<file path="config.mk">
export PLATFORM = sky130hd
export DESIGN_NAME = mul_float_unpack_flat
export DESIGN_NICKNAME = d
export VERILOG_FILES = /design/src/rtl/mul_float_unpack_if.sv /design/src/rtl/mul_float_unpack.sv /design/src/flat_wrapper.sv
export SDC_FILE = /design/constraint.sdc
export NUM_CORES = 1
export LEC_CHECK = 0
export ABC_AREA = 1
export CORE_UTILIZATION = 40
export DETAILED_ROUTE_END_ITERATION = 7
export GPL_ROUTABILITY_DRIVEN = 0
export PLACE_DENSITY_LB_ADDON = 0.05
export REMOVE_ABC_BUFFERS = 1
export SYNTH_ARGS = -nofsm -noshare
export SYNTH_HDL_FRONTEND = slang
export SYNTH_SLANG_ARGS = --single-unit
</file>
<file path="constraint.sdc">
create_clock -name iCLOCK -period 2.7 [get_ports iCLOCK]
set_input_delay 0.675 -clock iCLOCK [delete_from_list [all_inputs] [get_ports iCLOCK]]
set_output_delay 0.675 -clock iCLOCK [all_outputs]
set_load 0.01 [all_outputs]
</file>
<file path="src/rtl/mul_float_unpack_if.sv">
// Operand/result handshake bundle for the mul_float_unpack front stage.
// slave is the stage's view; master is the upstream/downstream environment's view.
interface mul_float_unpack_if;
  logic        iDATA_VALID;
  logic        oDATA_BUSY;
  logic [31:0] iDATA_A;
  logic [31:0] iDATA_B;
  logic        oDATA_VALID;
  logic        iDATA_BUSY;
  logic        oDATA_SIGN;
  logic [9:0]  oDATA_EXP;
  logic [23:0] oDATA_FRACT_A;
  logic [23:0] oDATA_FRACT_B;
  logic        oDATA_EXCEPT_EXP_A0;
  logic        oDATA_EXCEPT_EXP_B0;
  logic        oDATA_EXCEPT_EXP_A1;
  logic        oDATA_EXCEPT_EXP_B1;
  logic        oDATA_EXCEPT_FRACT_A0;
  logic        oDATA_EXCEPT_FRACT_B0;

  modport slave (
    input  iDATA_VALID, iDATA_A, iDATA_B, iDATA_BUSY,
    output oDATA_BUSY, oDATA_VALID, oDATA_SIGN, oDATA_EXP,
           oDATA_FRACT_A, oDATA_FRACT_B,
           oDATA_EXCEPT_EXP_A0, oDATA_EXCEPT_EXP_B0,
           oDATA_EXCEPT_EXP_A1, oDATA_EXCEPT_EXP_B1,
           oDATA_EXCEPT_FRACT_A0, oDATA_EXCEPT_FRACT_B0
  );

  modport master (
    output iDATA_VALID, iDATA_A, iDATA_B, iDATA_BUSY,
    input  oDATA_BUSY, oDATA_VALID, oDATA_SIGN, oDATA_EXP,
           oDATA_FRACT_A, oDATA_FRACT_B,
           oDATA_EXCEPT_EXP_A0, oDATA_EXCEPT_EXP_B0,
           oDATA_EXCEPT_EXP_A1, oDATA_EXCEPT_EXP_B1,
           oDATA_EXCEPT_FRACT_A0, oDATA_EXCEPT_FRACT_B0
  );
endinterface

</file>
<file path="src/rtl/mul_float_unpack.sv">
// Binary32 multiplier front stage: unpacks sign, biased exponent sum, significands and
// exception flags into one registered stage. Define MUL_FLOAT_UNPACK_SKID_EN for a skid entry.
module mul_float_unpack #(
  parameter logic [9:0] P_BIAS       = 10'd127,
  parameter logic       P_DEN_HIDDEN = 1'b0
) (
  input  logic              iCLOCK,
  input  logic              iRESET,
  input  logic              iRESET_SYNC,
  mul_float_unpack_if.slave bus
);

  typedef struct packed {
    logic        sign;
    logic [9:0]  exp;
    logic [23:0] fract_a;
    logic [23:0] fract_b;
    logic        exp_a0;
    logic        exp_b0;
    logic        exp_a1;
    logic        exp_b1;
    logic        fract_a0;
    logic        fract_b0;
  } beat_t;

  function automatic logic hidden_bit(input logic [7:0] e);
    return (e == 8'h00) ? P_DEN_HIDDEN : 1'b1;
  endfunction

  function automatic beat_t unpack(input logic [31:0] a, input logic [31:0] b);
    beat_t r;
    r.sign     = a[31] ^ b[31];
    // Ten bits leave room for both the underflow (bit9) and overflow (bit8) indications.
    r.exp      = {2'b00, a[30:23]} + {2'b00, b[30:23]} - P_BIAS;
    r.fract_a  = {hidden_bit(a[30:23]), a[22:0]};
    r.fract_b  = {hidden_bit(b[30:23]), b[22:0]};
    r.exp_a0   = (a[30:23] == 8'h00);
    r.exp_b0   = (b[30:23] == 8'h00);
    r.exp_a1   = (a[30:23] == 8'hff);
    r.exp_b1   = (b[30:23] == 8'hff);
    r.fract_a0 = (a[22:0] == 23'd0);
    r.fract_b0 = (b[22:0] == 23'd0);
    return r;
  endfunction

  beat_t in_beat;
  beat_t out_d, out_q;
  logic  valid_d, valid_q;

  assign in_beat = unpack(bus.iDATA_A, bus.iDATA_B);

`ifdef MUL_FLOAT_UNPACK_SKID_EN
  beat_t skid_d, skid_q;
  logic  skid_full_d, skid_full_q;
  logic  accept;

  assign accept = bus.iDATA_VALID && !skid_full_q;

  always_comb begin
    // NOTE: every always_comb output gets a default first so no path can infer a latch.
    out_d       = out_q;
    valid_d     = valid_q;
    skid_d      = skid_q;
    skid_full_d = skid_full_q;
    if (iRESET_SYNC) begin
      out_d       = '0;
      valid_d     = 1'b0;
      skid_d      = '0;
      skid_full_d = 1'b0;
    end else if (skid_full_q) begin
      if (!bus.iDATA_BUSY) begin
        out_d       = skid_q;
        valid_d     = 1'b1;
        skid_full_d = 1'b0;
      end
    end else if (accept && valid_q && bus.iDATA_BUSY) begin
      skid_d      = in_beat;
      skid_full_d = 1'b1;
    end else if (accept) begin
      out_d   = in_beat;
      valid_d = 1'b1;
    end else if (!bus.iDATA_BUSY) begin
      valid_d = 1'b0;
    end
  end

  always_ff @(posedge iCLOCK or posedge iRESET) begin
    if (iRESET) begin
      skid_q      <= '0;
      skid_full_q <= 1'b0;
    end else begin
      skid_q      <= skid_d;
      skid_full_q <= skid_full_d;
    end
  end

  // Busy is purely registered so upstream never sees a path from iDATA_BUSY.
  assign bus.oDATA_BUSY = skid_full_q;
`else
  always_comb begin
    out_d   = out_q;
    valid_d = valid_q;
    if (iRESET_SYNC) begin
      out_d   = '0;
      valid_d = 1'b0;
    end else if (!bus.iDATA_BUSY) begin
      out_d   = in_beat;
      valid_d = bus.iDATA_VALID;
    end
  end

  assign bus.oDATA_BUSY = bus.iDATA_BUSY;
`endif

  always_ff @(posedge iCLOCK or posedge iRESET) begin
    // NOTE: sequential state uses non-blocking assignments so all flops update together.
    if (iRESET) begin
      out_q   <= '0;
      valid_q <= 1'b0;
    end else begin
      out_q   <= out_d;
      valid_q <= valid_d;
    end
  end

  assign bus.oDATA_VALID           = valid_q;
  assign bus.oDATA_SIGN            = out_q.sign;
  assign bus.oDATA_EXP             = out_q.exp;
  assign bus.oDATA_FRACT_A         = out_q.fract_a;
  assign bus.oDATA_FRACT_B         = out_q.fract_b;
  assign bus.oDATA_EXCEPT_EXP_A0   = out_q.exp_a0;
  assign bus.oDATA_EXCEPT_EXP_B0   = out_q.exp_b0;
  assign bus.oDATA_EXCEPT_EXP_A1   = out_q.exp_a1;
  assign bus.oDATA_EXCEPT_EXP_B1   = out_q.exp_b1;
  assign bus.oDATA_EXCEPT_FRACT_A0 = out_q.fract_a0;
  assign bus.oDATA_EXCEPT_FRACT_B0 = out_q.fract_b0;

endmodule
</file>
<file path="src/flat_wrapper.sv">
// flat-port wrapper written by rule: the top's interface ports become plain ports
module mul_float_unpack_flat 
#(
  parameter logic [9:0] P_BIAS       = 10'd127,
  parameter logic       P_DEN_HIDDEN = 1'b0
)
  (iCLOCK, iRESET, iRESET_SYNC, bus_iDATA_VALID, bus_iDATA_A, bus_iDATA_B, bus_iDATA_BUSY, bus_oDATA_BUSY, bus_oDATA_VALID, bus_oDATA_SIGN, bus_oDATA_EXP, bus_oDATA_FRACT_A, bus_oDATA_FRACT_B, bus_oDATA_EXCEPT_EXP_A0, bus_oDATA_EXCEPT_EXP_B0, bus_oDATA_EXCEPT_EXP_A1, bus_oDATA_EXCEPT_EXP_B1, bus_oDATA_EXCEPT_FRACT_A0, bus_oDATA_EXCEPT_FRACT_B0);
  mul_float_unpack_if bus_i ();
  input  logic iCLOCK;
  input  logic iRESET;
  input  logic iRESET_SYNC;
  input wire logic [$bits(bus_i.iDATA_VALID)-1:0] bus_iDATA_VALID;
  input wire logic [$bits(bus_i.iDATA_A)-1:0] bus_iDATA_A;
  input wire logic [$bits(bus_i.iDATA_B)-1:0] bus_iDATA_B;
  input wire logic [$bits(bus_i.iDATA_BUSY)-1:0] bus_iDATA_BUSY;
  output wire logic [$bits(bus_i.oDATA_BUSY)-1:0] bus_oDATA_BUSY;
  output wire logic [$bits(bus_i.oDATA_VALID)-1:0] bus_oDATA_VALID;
  output wire logic [$bits(bus_i.oDATA_SIGN)-1:0] bus_oDATA_SIGN;
  output wire logic [$bits(bus_i.oDATA_EXP)-1:0] bus_oDATA_EXP;
  output wire logic [$bits(bus_i.oDATA_FRACT_A)-1:0] bus_oDATA_FRACT_A;
  output wire logic [$bits(bus_i.oDATA_FRACT_B)-1:0] bus_oDATA_FRACT_B;
  output wire logic [$bits(bus_i.oDATA_EXCEPT_EXP_A0)-1:0] bus_oDATA_EXCEPT_EXP_A0;
  output wire logic [$bits(bus_i.oDATA_EXCEPT_EXP_B0)-1:0] bus_oDATA_EXCEPT_EXP_B0;
  output wire logic [$bits(bus_i.oDATA_EXCEPT_EXP_A1)-1:0] bus_oDATA_EXCEPT_EXP_A1;
  output wire logic [$bits(bus_i.oDATA_EXCEPT_EXP_B1)-1:0] bus_oDATA_EXCEPT_EXP_B1;
  output wire logic [$bits(bus_i.oDATA_EXCEPT_FRACT_A0)-1:0] bus_oDATA_EXCEPT_FRACT_A0;
  output wire logic [$bits(bus_i.oDATA_EXCEPT_FRACT_B0)-1:0] bus_oDATA_EXCEPT_FRACT_B0;
  assign bus_i.iDATA_VALID = bus_iDATA_VALID;
  assign bus_i.iDATA_A = bus_iDATA_A;
  assign bus_i.iDATA_B = bus_iDATA_B;
  assign bus_i.iDATA_BUSY = bus_iDATA_BUSY;
  assign bus_oDATA_BUSY = bus_i.oDATA_BUSY;
  assign bus_oDATA_VALID = bus_i.oDATA_VALID;
  assign bus_oDATA_SIGN = bus_i.oDATA_SIGN;
  assign bus_oDATA_EXP = bus_i.oDATA_EXP;
  assign bus_oDATA_FRACT_A = bus_i.oDATA_FRACT_A;
  assign bus_oDATA_FRACT_B = bus_i.oDATA_FRACT_B;
  assign bus_oDATA_EXCEPT_EXP_A0 = bus_i.oDATA_EXCEPT_EXP_A0;
  assign bus_oDATA_EXCEPT_EXP_B0 = bus_i.oDATA_EXCEPT_EXP_B0;
  assign bus_oDATA_EXCEPT_EXP_A1 = bus_i.oDATA_EXCEPT_EXP_A1;
  assign bus_oDATA_EXCEPT_EXP_B1 = bus_i.oDATA_EXCEPT_EXP_B1;
  assign bus_oDATA_EXCEPT_FRACT_A0 = bus_i.oDATA_EXCEPT_FRACT_A0;
  assign bus_oDATA_EXCEPT_FRACT_B0 = bus_i.oDATA_EXCEPT_FRACT_B0;
  mul_float_unpack #(.P_BIAS(P_BIAS), .P_DEN_HIDDEN(P_DEN_HIDDEN)) u_core (.iCLOCK(iCLOCK), .iRESET(iRESET), .iRESET_SYNC(iRESET_SYNC), .bus(bus_i));
endmodule
</file>
# Word-level counts from Yosys, hierarchy flattened
# Cells that the tools add are included.
[op_classes]
reduce_logical = 4
n_bitwise = 1
eq_ne = 3
addsub = 2
mux = 6
[ops]
columns = ["op", "count"]
rows = [
  ["$mux W65", 2],
  ["$logic_not A23 Y1", 2],
  ["$eq A8 B8 Y1 const B", 2],
  ["$logic_not A8 Y1", 2],
  ["$sub A10 B7 Y10 const B", 1],
  ["$add A8 B8 Y9", 1],
  ["$mux W1", 4],
  ["$ne A2 B2 Y1 const B", 1],
  ["$xor A1 B1 Y1", 1],
]
[totals]
output_inout_bits = 67
wordCells = 27
input_bits = 69
regBits = 66

# Depth between registers and ports, before layout
# Gate-level depths: netlist (run 1).
[depth]
ltp_word = 4
ltp_mapped = 13
ltp_nobuf = 13

# Worst setup path before layout (run 1)
# No wires, ideal clock.
[synth_timing]
path_kind = "input to register"
startpoint = "input port bus_iDATA_B[23]"
endpoint = "register u_core.out_q, in the netlist u_core.bus.oDATA_EXP[8]"
n_path_buf = 0
path_stages = 12
arrival_ns = 2.204
setup_time_ns = 0.117
required_ns = 2.583
path_slack_ns = 0.379
cell_sequence = "ha_1 -> fa_1 -> ha_1 -> inv_1 -> nor2_4 -> nand3_2 -> nor2_2 -> nand3_2 -> nand2_1 -> nand2_1 -> nand3_1 -> nand2_1"
[synth_via]
elab_chain_len = 4
[synth_lines]
columns = ["item", "line", "rtl"]
rows = [
  ["start: declaration", "flat_wrapper.sv:14", "input wire logic [$bits(bus_i.iDATA_B)-1:0] bus_iDATA_B;"],
  ["$add A8 B8 Y9", "mul_float_unpack.sv:34", "r.exp = {2'b00, a[30:23]} + {2'b00, b[30:23]} - P_BIAS;"],
  ["$sub A10 B7 Y10", "mul_float_unpack.sv:34", ""],
  ["$mux W65", "mul_float_unpack.sv:106", "end else if (!bus.iDATA_BUSY) begin"],
  ["$mux W65", "mul_float_unpack.sv:103", "if (iRESET_SYNC) begin"],
  ["end signal: assignment", "mul_float_unpack.sv:121", "out_q <= out_d;"],
  ["end: declaration", "mul_float_unpack.sv:47", "beat_t out_d, out_q;"],
]
# No other way between the ends. The select of a mux whose other input is x is not followed.
# A chain may end at the register's enable or synchronous reset.

# Final worst setup path (run 1)
# Same ends and word-level chain as after synthesis.

==> results of run 1 <==
==> power by group through the flow <==
stage	combinational (mW)	clock [mW]	sequential [mW]
6_report	0.553	0.812	1.08
5_1_grt	0.611	0.889	1.09
2_1_floorplan	0.215	0	1.12
3_5_place_dp	0.558	0	1.10
3_3_place_gp	0.552	0	1.10
4_1_cts	0.560	0.832	1.08
==> area by class of cell <==
| class | count | share of cell area [%] |
|---|---|---|
| sequential | 66 | 33.60 |
| timing repair buffer | 149 | 30.14 |
| multi-input combinational | 240 | 27.57 |
| tap | 102 | 2.597 |
| clock buffer | 9 | 2.520 |
| inverter | 28 | 2.138 |
| clock inverter | 7 | 1.426 |
==> registers in the layout, summed over array words and instances, names as in the netlist <==
register	flops
u_core.bus.oDATA_FRACT_A	24
u_core.bus.oDATA_FRACT_B	24
u_core.bus.oDATA_EXP	10
u_core.bus.oDATA_EXCEPT_EXP_A0	1
u_core.bus.oDATA_EXCEPT_EXP_A1	1
u_core.bus.oDATA_EXCEPT_EXP_B0	1
u_core.bus.oDATA_EXCEPT_EXP_B1	1
u_core.bus.oDATA_EXCEPT_FRACT_A0	1
u_core.bus.oDATA_EXCEPT_FRACT_B0	1
u_core.bus.oDATA_SIGN	1
u_core.bus.oDATA_VALID	1
==> through the flow <==
step | utilization [%] | cells
6_report | 63.93 | 601
5_1_grt | 63.93 | 601
4_1_cts | 63.93 | 601
3_5_place_dp | 61.41 | 585
3_3_place_gp | 61.41 | 585
2_1_floorplan | - | 334
==> cells in the final DEF (no fill, tap or decap), types with 6 or more instances in the layout <==
master             n
a22o_1            23
buf_4             12
clkbuf_8           9
clkdlybuf4s50_1  135
dfrtp_1           66
ha_1               9
inv_1             23
nand2_1          111
nand2_2            8
nand3_1           14
nand3_2            6
nand4_1            9
nor2_1             6
nor4_1            12
o21ai_0           16
==> worst max-delay path: stages <==
cell,delay [ps]
clkdlybuf4s50_1,420
ha_1,230
fa_1,520
ha_1,180
inv_1,70
nor2_4,120
nand3_2,90
nor2_2,120
nand3_2,100
nand2_1,70
nand2_1,40
nand3_1,60
nand2_1,50
==> routing by layer <==
metal / share of wire [%] / track usage (%) / up-vias
met3: 4.8 / 5.109 / 12
met4: 1.5 / 6.349 / 0
met2: 48 / 36.68 / 86
li1: - / - / 1465
met1: 46 / 29.52 / 1390
met5: 0 / 0 / -
==> logic make-up after synthesis <==
family          after synthesis
fa+ha+maj                    10
xor+xnor                      3
simple gates                177
flops                        66
buf+inv                      42
compound gates               50
==> how the worst max path moves through the flow <==
stage                    startpoint                              to  slack [ps]  cells after the start
floorplan            bus_iDATA_BUSY  u_core.bus.oDATA_EXCEPT_EXP_A1        -460                      3
global placement    bus_iDATA_B[23]         u_core.bus.oDATA_EXP[8]        -130                     13
detailed placement  bus_iDATA_B[23]         u_core.bus.oDATA_EXP[8]        -190                     13
CTS                 bus_iDATA_B[23]         u_core.bus.oDATA_EXP[8]         180                     13
global route        bus_iDATA_B[23]         u_core.bus.oDATA_EXP[8]          60                     13
finish              bus_iDATA_B[23]         u_core.bus.oDATA_EXP[8]         180                     13
==> impl_metrics.tcl, run 1 <==
set metrics [dict create \
    synth.ff_latch_count 66 \
    p_int_mw 1.764 \
    multi_input_area_sq_um 1355 \
    antenna_left 0 \
    dpl_cell_area_sq_um 4721 \
    synth_mux_area_share_pct 0 \
    powerDensity_nw_per_um2 497.4 \
    synth_top_family_by_area "simple AND/OR/NAND/NOR gates" \
    crit_type "in -> reg" \
    stdcell_area_sq_um 4915 \
    clockRootBuffer "clkbuf_8" \
    p_total_mw 2.445 \
    die_x_microns 91.03 \
    syn_area_sq_um 3171 \
    dpl.hpwl_microns 6365 \
    synth-main-ff-cell "dfrtp_1" \
    reg2reg_from "u_core.bus.oDATA_FRACT_B[2]" \
    num_vias 2953 \
    timing.final.ws_setup_ps 181.5 \
    cts_sinks 66 \
    drive_above_1_share_pct 11.02 \
    synth_edf_count 0 \
    postCtsResizedCells 0 \
    rows 32 \
    hold_slack_ps 472.4 \
    synth_compound_area_share_pct 11.09 \
    grt_overflow_total 0 \
    wirelength_microns 8564 \
    antenna_cells 0 \
    hold_path_end "u_core.bus.oDATA_FRACT_B[10]" \
    fillers 657 \
    clkTransAtPathRegs_ps 80 \
    p_leak_nw 2.265 \
    synth_most_common_cell "nand2_1" \
    min_path_cells 2 \
    path_max_fanout 3 \
    post-route-min-period_ps 2519 \
    post_cts_buffers 0 \
    synthTopCellsByArea "dfrtp_1 (52%), nand2_1 (13%), a22o_1 (6.4%)" \
    clock.fmax_mhz 397.1 \
    drv_cap 0 \
    synthToLayoutAreaGrowth_pct 55.01 \
    netlist_instances 348 \
    r2r_end "u_core.bus.oDATA_FRACT_B[2]" \
    post-place-ws_ps -193.0 \
    hp-class "reg -> reg" \
    async_reset_ff_share_pct 100.0 \
    power.net_switching_uw 680.4 \
    comb_power_share_pct 22.6 \
    ir_worst_vdd_uv 270.1 \
    cts_tree "yes" \
    grt.total_usage_pct 22.31 \
    worst_slew_pin_slew_ps 584.7 \
    cts_buffers 9 \
    port_buffers 135 \
    synth_top_cell_area_share_pct 52.09 \
    drt-initial-drc-count 120 \
    avgRoutedWirePerCell_microns 14.25 \
    ctsHoldBuffers 0 \
    hold_violations 0 \
    grt_pass1_vias 2979 \
    clock_latency_ps 330 \
    setup_violations 0 \
    slew_viol_final 0 \
    cts_max_level 3 \
    synthSimpleGateAreaFrac_pct 26.16 \
    ys_seq_area_share_pct 52.09 \
    synth_commonest_cells "nand2_1 (111), dfrtp_1 (66), inv_1 (24)" \
    drc 0 \
    hp-start "u_core.bus.oDATA_FRACT_B[10]" \
    fin_nets 573 \
    core-area_sq_um 7687 \
    antenna_found_initial 0 \
    rrSetupSlack_ps 1980 \
    avgViaCountPerCell 4.913 \
    relSlewSlack_pct 60.97 \
    ios 136 \
    die_area_sq_um 8286 \
    clock_skew_ps 0 \
    fp.dieH_microns 91.03 \
    synth_xor_area_share_pct 0.8287 \
    outcome "complete, no violations" \
    synth.distinct_cells 32 \
    arrival_ps 2750 \
    synth_top_area_cell "dfrtp_1" \
    grt_pass1_wl_microns 14470 \
    start_util_pct 41.24 \
    cp.required_ps 2930 \
    finalSetupTns_ps 0 \
    synth-adder-area-share_pct 4.183 \
    rsz0062_at_grt "no" \
    pwr-share-clk_pct 33.2 \
    p_seq_share_pct 44.2 \
    min_period_over_period_pct 93.28 \
    seq_area_sq_um 1652 \
    postSynthAreaPerCell_sq_um 9.111 \
    grt_max_degree 67 \
    start_kind "primary input" \
    firstDrtPassIters 4 \
    switching_share_pct 27.83 \
    yosysWarnings 0 \
    endpoint_kind "register" \
    cts.path.max_buffers 2 \
    r2r_cells 1 \
]
No activity file was read; power rests on OpenSTA's default activity.
==> run 2: changes to the inputs <==
CORE_ASPECT_RATIO = 0.75   (was not set)
==> run 2 against run 1 <==
Fmax down 3.4%. Power increased by 1.7%. Die area is essentially flat. Worst hold slack improved by 0.81 ps. Combinational power up 2%. Sequential power hardly changed. Largest cell class unchanged.
==> impl_metrics.tcl, run 2 (synthesis results as in run 1) <==
set metrics [dict create \
    outcome "complete, no violations" \
    setup_violations 0 \
    cts_tree "yes" \
    num_vias 2963 \
    core-area_sq_um 7500 \
    post-route-min-period_ps 2607 \
    reg2reg_from "u_core.bus.oDATA_FRACT_B[6]" \
    hp-start "u_core.bus.oDATA_FRACT_A[17]" \
    grtUsageMet2_pct 33.84 \
    cts_buffers 9 \
    avgRoutedWirePerCell_microns 14.64 \
    final_common_cell "clkdlybuf4s50_1" \
    cp.required_ps 2930 \
    path_max_fanout 3 \
    cts.path.max_buffers 2 \
    slew_viol_final 0 \
    synthToLayoutAreaGrowth_pct 56.00 \
    rows 27 \
    cts_max_level 3 \
    firstDrtPassIters 4 \
    ir_worst_vdd_uv 223.7 \
    antenna_left 0 \
    fillers 633 \
    drv_cap 0 \
    r2r_end "u_core.bus.oDATA_FRACT_B[6]" \
    final_cell_mix "clkdlybuf4s50_1 (135), nand2_1 (111), dfrtp_1 (66)" \
    grt_pass1_vias 2907 \
    post_cts_buffers 0 \
    crit_type "in -> reg" \
    dp.cells 587 \
    start_util_pct 42.28 \
    antenna_cells 0 \
    relSlewSlack_pct 63.00 \
    instances_no_fill 603 \
    arrival_ps 2840 \
    met3_usage_pct 8.539 \
    r2r_cells 1 \
    postCtsResizedCells 0 \
    min_period_over_period_pct 96.55 \
    clock.fmax_mhz 383.6 \
    clock_latency_ps 340 \
    fin_nets 576 \
    clock_skew_ps 0 \
    drive_above_1_share_pct 11.55 \
    grt_pass1_wl_microns 14590 \
    hp-class "reg -> reg" \
    die_x_microns 104.8 \
    use_met1_pct 31.67 \
    grt.total_usage_pct 22.74 \
    hold_violations 0 \
    ctsHoldBuffers 0 \
    fp.dieH_microns 79.10 \
    wirelength_microns 8828 \
    rsz0062_at_grt "no" \
    drc 0 \
    finalSetupTns_ps 0 \
    grt-busiest-layer "met2" \
    grt_overflow_total 0 \
    rrSetupSlack_ps 1990 \
    antenna_found_initial 0 \
    die_area_sq_um 8290 \
    min_path_cells 2 \
    p_leak_nw 2.275 \
    worst_slew_pin_slew_ps 554.2 \
    grt_max_degree 37 \
    drt-initial-drc-count 111 \
    dpl.hpwl_microns 6655 \
    ios 136 \
    cts_sinks 66 \
    port_buffers 135 \
    endpoint_kind "register" \
    hold_path_end "u_core.bus.oDATA_FRACT_A[17]" \
    powerDensity_nw_per_um2 502.4 \
    clkTransAtPathRegs_ps 80 \
    clockRootBuffer "clkbuf_8" \
    avgViaCountPerCell 4.914 \
    start_kind "primary input" \
]
## run 2: cell types whose count changed in the layout (fill, tap and decap cells not counted), sizes merged
cell / change
buf: +3
clkinv: -3
clkbuf: +1
clkinvlp: +2
## run 2: worst max-delay path by stage
stage / to / startpoint / slack (ps)
2_1_floorplan: u_core.bus.oDATA_EXCEPT_EXP_A1 / bus_iDATA_BUSY / -460
3_3_place_gp: u_core.bus.oDATA_EXP[8] / bus_iDATA_B[23] / -160
3_5_place_dp: u_core.bus.oDATA_EXP[8] / bus_iDATA_B[23] / -240
4_1_cts: u_core.bus.oDATA_EXP[8] / bus_iDATA_B[23] / 130
5_1_grt: u_core.bus.oDATA_EXP[8] / bus_iDATA_B[23] / 10
6_report: u_core.bus.oDATA_EXP[8] / bus_iDATA_B[23] / 90
## run 2: cell type report
| class | count | area [sq um] | share of cell area, % |
|---|---|---|---|
| Clock inverter | 6 | 66.31 | 1.341 |
| Timing Repair Buffer | 152 | 1504 | 30.41 |
| Tap cell | 101 | 126.4 | 2.555 |
| Multi-Input combinational cell | 240 | 1355 | 27.40 |
| Inverter | 28 | 105.1 | 2.125 |
| Sequential cell | 66 | 1652 | 33.39 |
| Clock buffer | 10 | 137.6 | 2.783 |
## run 2: layer usage
layer | part of all wire (%) | vias up | wire (microns)
met1 | 49 | 1380 | 4359
met4 | 0.82 | 0 | 72
met5 | 0 | - | 0
met3 | 6.8 | 6 | 598
li1 | - | 1475 | -
met2 | 43 | 102 | 3798
## run 2: where the power goes
group | internal, mW | switching, mW | leakage, nW | total (mW)
logic | 0.297 | 0.267 | 1.30 | 0.563
clock network | 0.451 | 0.392 | 0.0945 | 0.843
registers | 1.05 | 0.0327 | 0.881 | 1.08
## run 2: per-stage QoR
stage          instance area [sq um]  hold slack [ps]  total power, mW  util (%)  setup slack (ps)
3_5_place_dp                    4742            458.8            1.660     63.23            -243.9
3_3_place_gp                    4742            452.3            1.654     63.23            -156.8
2_1_floorplan                   3097            508.5            1.337         -            -459.5
5_1_grt                         4946            491.3            2.605     65.95             11.64
4_1_cts                         4946            477.6            2.506     65.95             126.7
6_report                        4946            473.2            2.485     65.95             93.17
## run 2: critical path, stage by stage
cell and delay (ps):
clkdlybuf4s50_1 430, ha_1 240, fa_1 510, ha_1 180, inv_1 70, nor2_4 120, nand3_2 90, nor2_2 160
nand3_2 120, nand2_1 70, nand2_1 50, nand3_1 60, nand2_1 50
==> run 3: changes to the inputs <==
ABC_CLOCK_PERIOD_IN_PS = 2300   (was not set)
CORE_UTILIZATION = 38   (was 40)
HOLD_SLACK_MARGIN = 0.12   (was not set)
clock period = 2.3 ns   (was 2.7 ns; I/O delays follow)
==> run 3 against run 2 <==
Clock-buffer cell count grew 2. Routed wire length increased by 2.3%. Setup slack worse by 2.5 ps. Combinational power rose by 25%. Cell area rose by 2.7%. Global-route usage decreased by 1.2 points. Sequential cell count is the same. Worst hold slack worse by 3.3 ps. Register-to-register slack worse by 400 ps. Highest routed layer unchanged. Critical path type unchanged.
==> impl_metrics.tcl, run 3 (synthesis results as in run 1) <==
set metrics [dict create \
    fillers 700 \
    antenna_found_initial 0 \
    hp-class "reg -> reg" \
    rows 28 \
    cpMostUsedCell "nand2_1" \
    grt_pass1_wl_microns 14280 \
    path_max_fanout 3 \
    synthToLayoutAreaGrowth_pct 60.22 \
    clkTransAtPathRegs_ps 70 \
    finalSetupTns_ps 0 \
    cts_max_level 3 \
    slowest_delay_ps 570 \
    antenna_left 0 \
    ios 136 \
    cp.required_ps 2530 \
    setup_violations 0 \
    grt_pass1_vias 2886 \
    ir_worst_vdd_uv 332.1 \
    worst_slew_pin_slew_ps 551.7 \
    crit_chain "clkdlybuf4s15_1 -> ha_2 -> fa_1 -> ha_2 -> inv_2 -> nor2_4 -> nand3_2 -> nor2_4 -> nand3_2 -> nand2_1 -> nand2_1 -> nand3_1 -> nand2_1" \
    cts.path.max_buffers 2 \
    grt.total_usage_pct 21.57 \
    cts_sinks 66 \
    ctsHoldBuffers 0 \
    grt_overflow_total 0 \
    clock_skew_ps 0 \
    slew_viol_final 0 \
    hold_violations 0 \
    relSlewSlack_pct 62.88 \
    avgViaCountPerCell 4.862 \
    post-place-ws_ps -540.8 \
    dpl_cell_area_sq_um 4857 \
    fin_nets 593 \
    avgRoutedWirePerCell_microns 14.52 \
    drive_above_1_share_pct 14.70 \
    critPathTopFamily "adder cells" \
    crit_type "in -> reg" \
    port_buffers 135 \
    cp.buffers_inverters 2 \
    fp.dieH_microns 81.11 \
    p_leak_nw 2.374 \
    critPathSlowestCell "fa_1" \
    timing.final.ws_setup_ps 90.71 \
    p_total_mw 2.861 \
    grt_max_degree 67 \
    wirelength_microns 9034 \
    final_cell_mix "clkdlybuf4s50_1 (131), nand2_1 (111), dfrtp_1 (66)" \
    clock_latency_ps 330 \
    cts_tree "yes" \
    min_period_over_period_pct 96.06 \
    clockRootBuffer "clkbuf_8" \
    drt-initial-drc-count 156 \
    num_vias 3024 \
    die_area_sq_um 8717 \
    firstDrtPassIters 4 \
    die_x_microns 107.5 \
    arrival_ps 2440 \
    antenna_cells 0 \
    outcome "complete, no violations" \
    core-area_sq_um 7988 \
    cts_buffers 9 \
    start_util_pct 39.69 \
    dpl.hpwl_microns 6616 \
    drc 0 \
    post-route-min-period_ps 2209 \
    hold_slack_ps 469.9 \
    drv_cap 0 \
    powerDensity_nw_per_um2 563.1 \
    stdcell_area_sq_um 5080 \
    endpoint_kind "register" \
    clock.fmax_mhz 452.6 \
    final_common_cell "clkdlybuf4s50_1" \
    start_kind "primary input" \
]
[run 3: cell types whose count changed in the layout (fill, tap and decap cells not counted), moves of 2 or more]
cell / before / now
clkdlybuf4s50_1: 135 / 131
clkdlybuf4s15_1: 0 / 2
dlymetal6s2s_1: 0 / 2
clkbuf_8: 10 / 12
ha_1: 9 / 7
buf_4: 15 / 31
ha_2: 0 / 2
clkinvlp_4: 3 / 1
[run 3: final cells by class]
type	instances	area [sq um]	share of cell area [%]
Inverter	28	105.1	2.069
Clock buffer	12	165.2	3.251
Tap cell	105	131.4	2.586
Multi-Input combinational cell	240	1365	26.87
Timing Repair Buffer	169	1649	32.46
Sequential cell	66	1652	32.51
Clock inverter	2	12.51	0.2463
[run 3: power breakdown]
group	leakage (nW)	total, mW	switching [mW]	internal [mW]
Clock	0.0903	0.888	0.421	0.466
Sequential	0.881	1.27	0.0385	1.23
Combinational	1.40	0.706	0.323	0.383
Total	2.37	2.86	0.783	2.08
[run 3: repair_timing]
action | in CTS | in global routing
setup buffers | 3 | 1
pin swaps | 7 | 7
resized for setup | 5 | 5
endpoints found under the hold margin | 0 | 0
gates cloned | 0 | 0
endpoints found under the setup margin | 4 | 2
[run 3: metal layers]
layer  wire (microns)  vias up  GRT usage, %  part of all wire, %
met5                0        -             0                    0
li1                 -     1507             -                    -
met3              690        5         6.019                  7.6
met4               57        0         5.342                 0.63
met1             4518     1405         31.39                   50
met2             3767      107         31.68                   42
[run 3: path summary, 6_finish.rpt]
check,from,endpoint,slack [ps],cells past startpoint
worst max register to register,u_core.bus.oDATA_FRACT_B[5],u_core.bus.oDATA_FRACT_B[5],1590,1
worst max-delay path,bus_iDATA_A[23],u_core.bus.oDATA_EXP[8],90,13
min in group asynchronous,iRESET,u_core.bus.oDATA_FRACT_A[3],630,3
worst min register to register,u_core.bus.oDATA_FRACT_B[17],u_core.bus.oDATA_FRACT_B[17],470,2
worst min-delay path,u_core.bus.oDATA_FRACT_B[17],u_core.bus.oDATA_FRACT_B[17],470,2
max in group asynchronous,iRESET,u_core.bus.oDATA_FRACT_A[14],1390,3
[run 3: tightest hold or removal path, stage by stage, from the launching register on]
cell and delay (ps):
dfrtp_1 340, nand2_1 50, nand2_1 50
[run 3: stage by stage]
step           instances  util (%)
2_1_floorplan        334         -
6_report             622     63.60
3_5_place_dp         604     60.81
5_1_grt              622     63.60
4_1_cts              621     63.41
3_3_place_gp         604     60.81
